[config.mk]
export PLATFORM = sky130hd
export DESIGN_NAME = mux_dest_arb_flat
export DESIGN_NICKNAME = d
export VERILOG_FILES = /design/src/rtl/mux_dest_arb_if.sv /design/src/rtl/mux_dest_arb.sv /design/src/flat_wrapper.sv
export SDC_FILE = /design/constraint.sdc
export NUM_CORES = 1
export LEC_CHECK = 0
export CAP_MARGIN = 10
export CORE_UTILIZATION = 31
export DETAILED_ROUTE_END_ITERATION = 12
export MAX_ROUTING_LAYER = met4
export SLEW_MARGIN = 20
export SYNTH_ARGS = -nofsm -noshare
export SYNTH_HDL_FRONTEND = slang
export SYNTH_SLANG_ARGS = --single-unit
[constraint.sdc]
create_clock -name clk -period 2 [get_ports clk]
set_input_delay 0.4 -clock clk [delete_from_list [all_inputs] [get_ports clk]]
set_output_delay 0.4 -clock clk [all_outputs]
set_load 0.05 [all_outputs]
[src/rtl/mux_dest_arb_if.sv]
`default_nettype none
// ---------------------------------------------------------------------------
// mux_dest_arb_if : FIFO-head / merged-stream bundle for mux_dest_arb
// Rev 1.0
// ---------------------------------------------------------------------------
interface mux_dest_arb_if #(
  parameter int DATA_WIDTH = 6
);
  logic [DATA_WIDTH-1:0] fifo0_data;
  logic                  fifo0_empty;
  logic                  fifo0_pop;
  logic [DATA_WIDTH-1:0] fifo1_data;
  logic                  fifo1_empty;
  logic                  fifo1_pop;
  logic                  stall_in;
  logic [DATA_WIDTH-1:0] data_out;
  logic                  valid_out;
  logic                  err_dest;

  modport master (
    output fifo0_data, fifo0_empty, fifo1_data, fifo1_empty, stall_in,
    input  fifo0_pop, fifo1_pop, data_out, valid_out, err_dest
  );

  modport slave (
    input  fifo0_data, fifo0_empty, fifo1_data, fifo1_empty, stall_in,
    output fifo0_pop, fifo1_pop, data_out, valid_out, err_dest
  );
endinterface
`default_nettype wire

[src/rtl/mux_dest_arb.sv]
`default_nettype none
// ---------------------------------------------------------------------------
// mux_dest_arb : burst-limited round-robin merge of two FWFT destination FIFOs
// Optional macro DEST_CHECK_EN enables the sticky destination-bit check.
// Rev 1.0
// ---------------------------------------------------------------------------
module mux_dest_arb #(
  parameter int DATA_WIDTH = 6,
  parameter int DEST_BIT   = 4,
  parameter int MAX_BURST  = 2
) (
  input  wire logic      clk,
  input  wire logic      reset,
  mux_dest_arb_if.slave  bus
);

  typedef enum logic [1:0] {
    S_IDLE   = 2'd0,
    S_SERVE0 = 2'd1,
    S_SERVE1 = 2'd2
  } state_t;

  localparam int                 c_cnt_w     = $clog2(MAX_BURST + 1);
  localparam logic [c_cnt_w-1:0] c_max_burst = c_cnt_w'(MAX_BURST);
  localparam logic [c_cnt_w-1:0] c_one       = c_cnt_w'(1);

  state_t                r_state;
  logic [c_cnt_w-1:0]    r_burst_cnt;
  logic                  r_last_served;
  logic [DATA_WIDTH-1:0] r_data_out;
  logic                  r_valid_out;

  logic w_ne0;
  logic w_ne1;
  logic w_burst_left;
  logic w_grant0;
  logic w_grant1;

  assign w_ne0        = ~bus.fifo0_empty;
  assign w_ne1        = ~bus.fifo1_empty;
  assign w_burst_left = (r_burst_cnt < c_max_burst);

  // Grant depends only on registered arbitration state and the live flags.
  always_comb begin
    w_grant0 = 1'b0;
    w_grant1 = 1'b0;
    if (!reset && !bus.stall_in) begin
      case (r_state)
        S_IDLE: begin
          if (w_ne0 && (!w_ne1 || r_last_served)) w_grant0 = 1'b1;
          else if (w_ne1)                         w_grant1 = 1'b1;
        end
        S_SERVE0: begin
          if (w_ne0 && (!w_ne1 || w_burst_left)) w_grant0 = 1'b1;
          else if (w_ne1)                        w_grant1 = 1'b1;
        end
        S_SERVE1: begin
          if (w_ne1 && (!w_ne0 || w_burst_left)) w_grant1 = 1'b1;
          else if (w_ne0)                        w_grant0 = 1'b1;
        end
        default: begin
          w_grant0 = 1'b0;
          w_grant1 = 1'b0;
        end
      endcase
    end
  end

  assign bus.fifo0_pop = w_grant0;
  assign bus.fifo1_pop = w_grant1;

  always_ff @(posedge clk) begin
    if (reset) begin
      r_state       <= S_IDLE;
      r_burst_cnt   <= '0;
      r_last_served <= 1'b1;
      r_data_out    <= '0;
      r_valid_out   <= 1'b0;
    end else if (bus.stall_in) begin
      r_data_out  <= '0;
      r_valid_out <= 1'b0;
    end else begin
      r_valid_out <= w_grant0 | w_grant1;
      r_data_out  <= w_grant0 ? bus.fifo0_data :
                     w_grant1 ? bus.fifo1_data : '0;
      if (w_grant0) begin
        if (r_state == S_SERVE0)
          r_burst_cnt <= w_burst_left ? r_burst_cnt + c_one : r_burst_cnt;
        else
          r_burst_cnt <= c_one;
        if (r_state == S_SERVE1) r_last_served <= 1'b1;
        r_state <= S_SERVE0;
      end else if (w_grant1) begin
        if (r_state == S_SERVE1)
          r_burst_cnt <= w_burst_left ? r_burst_cnt + c_one : r_burst_cnt;
        else
          r_burst_cnt <= c_one;
        if (r_state == S_SERVE0) r_last_served <= 1'b0;
        r_state <= S_SERVE1;
      end else if (r_state != S_IDLE) begin
        r_last_served <= (r_state == S_SERVE1);
        r_burst_cnt   <= '0;
        r_state       <= S_IDLE;
      end
    end
  end

  assign bus.data_out  = r_data_out;
  assign bus.valid_out = r_valid_out;

`ifdef DEST_CHECK_EN
  logic r_err_dest;

  // Source index equals the expected value of the destination bit.
  always_ff @(posedge clk) begin
    if (reset)
      r_err_dest <= 1'b0;
    else if ((w_grant0 &&  bus.fifo0_data[DEST_BIT]) ||
             (w_grant1 && !bus.fifo1_data[DEST_BIT]))
      r_err_dest <= 1'b1;
  end

  assign bus.err_dest = r_err_dest;
`else
  assign bus.err_dest = 1'b0;
`endif

endmodule
`default_nettype wire

[src/flat_wrapper.sv]
// flat-port wrapper written by rule: the top's interface ports become plain ports
module mux_dest_arb_flat 
#(
  parameter int DATA_WIDTH = 6,
  parameter int DEST_BIT   = 4,
  parameter int MAX_BURST  = 2
)
  (clk, reset, bus_fifo0_data, bus_fifo0_empty, bus_fifo1_data, bus_fifo1_empty, bus_stall_in, bus_fifo0_pop, bus_fifo1_pop, bus_data_out, bus_valid_out, bus_err_dest);
  mux_dest_arb_if #(.DATA_WIDTH(DATA_WIDTH)) bus_i ();
  input  wire logic clk;
  input  wire logic reset;
  input wire logic [$bits(bus_i.fifo0_data)-1:0] bus_fifo0_data;
  input wire logic [$bits(bus_i.fifo0_empty)-1:0] bus_fifo0_empty;
  input wire logic [$bits(bus_i.fifo1_data)-1:0] bus_fifo1_data;
  input wire logic [$bits(bus_i.fifo1_empty)-1:0] bus_fifo1_empty;
  input wire logic [$bits(bus_i.stall_in)-1:0] bus_stall_in;
  output wire logic [$bits(bus_i.fifo0_pop)-1:0] bus_fifo0_pop;
  output wire logic [$bits(bus_i.fifo1_pop)-1:0] bus_fifo1_pop;
  output wire logic [$bits(bus_i.data_out)-1:0] bus_data_out;
  output wire logic [$bits(bus_i.valid_out)-1:0] bus_valid_out;
  output wire logic [$bits(bus_i.err_dest)-1:0] bus_err_dest;
  assign bus_i.fifo0_data = bus_fifo0_data;
  assign bus_i.fifo0_empty = bus_fifo0_empty;
  assign bus_i.fifo1_data = bus_fifo1_data;
  assign bus_i.fifo1_empty = bus_fifo1_empty;
  assign bus_i.stall_in = bus_stall_in;
  assign bus_fifo0_pop = bus_i.fifo0_pop;
  assign bus_fifo1_pop = bus_i.fifo1_pop;
  assign bus_data_out = bus_i.data_out;
  assign bus_valid_out = bus_i.valid_out;
  assign bus_err_dest = bus_i.err_dest;
  mux_dest_arb #(.DATA_WIDTH(DATA_WIDTH), .DEST_BIT(DEST_BIT), .MAX_BURST(MAX_BURST)) u_core (.clk(clk), .reset(reset), .bus(bus_i));
endmodule
**Yosys cells after proc, flatten, opt, wreduce, memory -nomap -nowiden**

Index checks and enable logic that the tools add are counted.

- Word-level logic and storage cells: 57
- Output and inout bits: 10
- Flip-flop bits (word level): 12
- Memories kept: 0
- Latch bits: 0
- RAM bits: 0
- Memory bits (read-only): 0

- $mul: 0
- Add/subtract/negate cells: 1
- $lt $le $gt $ge: 1
- Mux-type cells: 27
- Equal/unequal tests: 4
- Shift-type cells: 0
- Reductions and logical operators: 15
- Div/mod/pow operators: 0
- Bitwise gates (word level): 4

Operator list:

| kind | count |
|---|---|
| 2-to-1 mux 2 bit | 8 |
| 2-to-1 mux 1 bit | 15 |
| 2-to-1 mux 6 bit | 2 |
| case mux 1 bit (3 select lines) | 2 |
| logical AND 1 bit | 4 |
| AND reduction 4 bit | 1 |
| logical OR 1 bit | 3 |
| inequality test 3 x 2 -> 1 bit (second input constant) | 1 |
| inverter 1 bit | 3 |
| nonzero test 3 bit | 1 |
| adder 2 x 1 -> 2 bit (second input constant) | 1 |
| equality test 2 x 1 -> 1 bit (second input constant) | 1 |
| equality test 2 bit (second input constant) | 1 |
| logical NOT 1 bit | 2 |
| logical NOT 2 bit | 1 |
| less-than comparator 2 bit (second input constant) | 1 |
| inequality test 2 bit (second input constant) | 1 |
| AND reduction 2 bit | 1 |
| nonzero test 2 bit | 1 |
| OR reduction 2 bit | 1 |
| bitwise OR 1 bit | 1 |

**Longest topological paths before layout**

- Depth in word-level cells: 8
- Depth in mapped cells: 6

**Worst setup path before layout**

OpenSTA, ideal clock, no wires.

- Kind: in2out
- From: in reset
- To: out bus_fifo0_pop
- Buffers on the path: 1
- Slack: 201 ps
- Stages on the path: 5
- Data required time: 1600 ps
- Arrival time: 1399 ps
- Path through: buf_6 a211o_4 nor2_1 nand2_1 inv_1

- Word-level cells in the longest chain between the ends: 3

RTL lines:

| element | RTL line | text |
|---|---|---|
| start, declared | flat_wrapper.sv:11 | `input wire logic reset;` |
| logical NOT 1 bit | mux_dest_arb.sv:47 | `if (!reset && !bus.stall_in) begin` |
| logical AND 1 bit | mux_dest_arb.sv:47 |  |
| 2-to-1 mux 1 bit | mux_dest_arb.sv:47 |  |
| end, declared | flat_wrapper.sv:17 | `output wire logic [$bits(bus_i.fifo0_pop)-1:0] bus_fifo0_pop;` |

Every way passes these cells.

**Final worst setup path**

- From: reg u_core.r_state[1]
- To: out bus_fifo1_pop

- Word-level cells in the longest chain between the ends: 3
- Elaborated cells between the ends (all ways): 5
- Classes of those cells: eq/ne: 2; mux: 2; reduce/logical: 1

RTL lines:

| element | RTL line | text |
|---|---|---|
| start, declared | mux_dest_arb.sv:27 | `state_t r_state;` |
| start signal, assigned | mux_dest_arb.sv:74 | `r_state <= S_IDLE;` |
| start signal, assigned | mux_dest_arb.sv:92 | `r_state <= S_SERVE0;` |
| start signal, assigned | mux_dest_arb.sv:99 | `r_state <= S_SERVE1;` |
| equality test 2 bit, or another cell as far along | mux_dest_arb.sv:48 | `case (r_state)` |
| case mux 1 bit (3 select lines) * | mux_dest_arb.sv:48 |  |
| 2-to-1 mux 1 bit * | mux_dest_arb.sv:47 |  |
| end, declared | flat_wrapper.sv:18 | `output wire logic [$bits(bus_i.fifo1_pop)-1:0] bus_fifo1_pop;` |

Every way passes the cells marked *; elsewhere a longest branch is shown, timed or not.

==> impl_metrics.ini <==
[synthesis]
synth-main-ff-cell = sky130_fd_sc_hd__dfxtp_1
synth-warning-count = 0
postSynthRegisterBits = 12
synthesis.area_um2 = 693
post_synth_inst_count = 77
synth_async_sr_flop_share_pct = 0
syn-mean-instance-area_um2 = 9.00
synthDistinctLibCells = 35
synth-edff-count = 0
syn-num-nets = 95
synth_sequential_area_ratio_pct = 34.7

[die]
die_w_um = 49.3
design.portCount = 27
starting_density_of_the_core_pct = 34.3
die_height_um = 49.3
rows = 16
die_area_mm2 = 0.00243
core_region_area_mm2 = 0.00202

[clock_network]
clock_sinks = 12
cts_buffer_depth = 2
cts_made_buffers = 3
clockRootBuffer = sky130_fd_sc_hd__clkbuf_4
clk-insertion-delay-late_ps = 270
cts_hold_buffers = 0
cts.clk_slew.worst_paths_ps = 60
cts_tree = yes
h-tree-depth = 1

[timing]
max_slew.worst_pin.slew_ps = 506
clock.fmax_ghz = 0.506
final_critical_path_setup_slack_ps = 24.4
unrepaired_setup_endpoints_after_global_routing = yes
timing.final.max_slew_violations = 0
fin_crit_ps = 1980
final_hold_viol_count = 0
final.setup_skew_ps = 0.425
tightest_slew_margin_relative_to_the_limit_pct = 66.1
timing.final.crit_share_pct = 98.8
number_of_endpoints_failing_setup_at_the_final_stage = 0

[cells_and_area]
finalInstanceArea_mm2 = 0.00107
final_util_pct = 52.7
layout.cells.most_common_list = sky130_fd_sc_hd__clkdlybuf4s50_1 (21), sky130_fd_sc_hd__buf_4 (11), sky130_fd_sc_hd__dfxtp_1 (9), sky130_fd_sc_hd__a21oi_1 (7), sky130_fd_sc_hd__a22o_1 (6)
mostFrequentLayoutCell = sky130_fd_sc_hd__clkdlybuf4s50_1
layout.nets = 130
synthToLayoutAreaGrowth_pct = 53.8
antennaDiodeCount = 0
drive_above_1_share_pct = 24.5

[worst_hold_path]
hp-class = flop to flop
min_delay_path_depth = 2

[global_route]
grt_antenna_before_repair = 0
first_pass_grt_wire_length_um = 2880
grtUsageTotal_pct = 15.7
grt_pass1_vias = 634
grt-ovfl-total = 0
grt_start_max_net_pins = 10

[routing]
detail_route.wirelength_um = 1710
vias = 687
drt_iter0_drc = 14
via_per_inst = 5.01
drc = 0
antenna_left = 0
drt-wirelength-per-cell_um = 12.5
drt_first_pass_iters = 4

[worst_setup_path]
worstPathArrival_ps = 1580
reg2reg_setup_slack_ps = 440
crit_path_max_fanout = 8
rr_worst_depth = 6
cp_slowest_cell = sky130_fd_sc_hd__or3_4
crit_required_ps = 1600
max_stage_delay_on_crit_path_ps = 390
nature_of_the_critical_path_endpoint = primary output
timing.critical_path.cells = a211o_4, or3_4, clkinv_4, buf_12
critical_path_class = flop to primary output
startpoint_type = flop

[placement]
post_dp_cell_area_mm2 = 0.00104
gpl.final_weighted_congestion = 0.836
post-dp-hpwl_um = 1370
dp_worst_setup_slack_ps = -199
number_of_buffer_cells_added_on_primary_ports = 25

[pwr]
power_report.internal_total_uw = 401
power.share.switching_pct = 28.8
clock_power_share_pct = 25.1
share_comb_of_total_power_pct = 29.1
irDropWorstVdd_mv = 0.374
netSwitchingPower_uw = 162
p_leak_nw = 0.425
seq_power_share_pct = 45.8
p_per_area_mw_per_mm2 = 529

[flow_run]
drv_cap = 0

[outcome]
run_status = complete, no violations
-- cell families (layout without fill, tap and decap cells) --
group | Yosys count | count (layout) | synth area share (%)
other | 1 | 1 | 0.541
buffers and inverters | 12 | 45 | 10.3
AND/OR/NAND/NOR | 22 | 22 | 18.6
AO/OA/AOI/OAI | 28 | 28 | 32.7
flip-flops | 12 | 12 | 34.7
adder cells (fa/ha/maj) | 1 | 1 | 1.80
multiplexers | 1 | 1 | 1.44
-- cell type report --
type | instances | area [um^2]
Fill cell | 197 | 956
Multi-Input combinational cell | 53 | 384
Tap cell | 27 | 33.8
Clock buffer | 3 | 22.5
Sequential cell | 12 | 246
Inverter | 6 | 27.5
Timing Repair Buffer | 36 | 352
-- per-layer routing --
metal	track usage [%]	vias up	routed length [um]
met2	24.2	18	858
met5	-	-	0
li1	-	341	-
met4	4.41	0	10
met1	20.8	325	769
met3	2.80	3	72
-- cells in the mapped netlist, types with 2 or more instances --
| library cell | instances | area share (%) |
|---|---|---|
| sky130_fd_sc_hd__nand2_1 | 4 | 2.2 |
| sky130_fd_sc_hd__inv_1 | 5 | 2.7 |
| sky130_fd_sc_hd__nand2b_1 | 2 | 1.8 |
| sky130_fd_sc_hd__nor2b_1 | 4 | 3.6 |
| sky130_fd_sc_hd__o21a_1 | 2 | 2.2 |
| sky130_fd_sc_hd__nor2_1 | 5 | 2.7 |
| sky130_fd_sc_hd__a22o_1 | 6 | 7.6 |
| sky130_fd_sc_hd__buf_2 | 2 | 1.4 |
| sky130_fd_sc_hd__a21oi_1 | 7 | 5.1 |
| sky130_fd_sc_hd__nand3b_1 | 2 | 2.2 |
| sky130_fd_sc_hd__buf_4 | 3 | 3.2 |
| sky130_fd_sc_hd__dfxtp_1 | 12 | 35 |
-- timing repair --
item	CTS	global route
buffers inserted	0	0
gates cloned	0	0
setup endpoints to repair	2	2
resized for setup	4	4
-- path summary, 6_finish.rpt --
| kind | start | end |
|---|---|---|
| max | u_core.r_state[1] | bus_fifo1_pop |
| min | u_core.r_burst_cnt[1] | u_core.r_burst_cnt[1] |
| max reg2reg | u_core.r_state[0] | u_core.bus.data_out[5] |
| min reg2reg | u_core.r_burst_cnt[1] | u_core.r_burst_cnt[1] |
-- critical path: cells and delay by family, from the launching register on --
kind                   cells  cell delay, ps
buffers and inverters      2             180
DFF                        1             380
and+or+nand+nor            1             390
AOI/OAI and AO/OA          1             350
-- state kept, by name (all words and copies together), names as in the netlist --
register	count
u_core.r_last_served	1
u_core.bus.data_out	6
u_core.r_burst_cnt	2
u_core.bus.valid_out	1
u_core.r_state	2
-- stage by stage --
step / power [mW] / hold WS (ps) / TNS [ps] / std cells
2_1_floorplan: 0.356 / 491 / 0 / 77
3_3_place_gp: 0.427 / 535 / -260 / 134
3_5_place_dp: 0.429 / 538 / -350 / 134
4_1_cts: 0.571 / 537 / 0 / 137
5_1_grt: 0.595 / 542 / -11.7 / 137
6_report: 0.564 / 519 / 0 / 137
-- power groups by stage --
stage | combinational (mW) | sequential (mW) | clock [mW]
after floorplan | 0.0696 | 0.286 | 0
after global placement | 0.163 | 0.264 | 0
after detailed placement | 0.165 | 0.264 | 0
after CTS | 0.164 | 0.259 | 0.149
after global routing | 0.176 | 0.259 | 0.159
final | 0.164 | 0.258 | 0.142
Power figures use the tool's default switching activity.
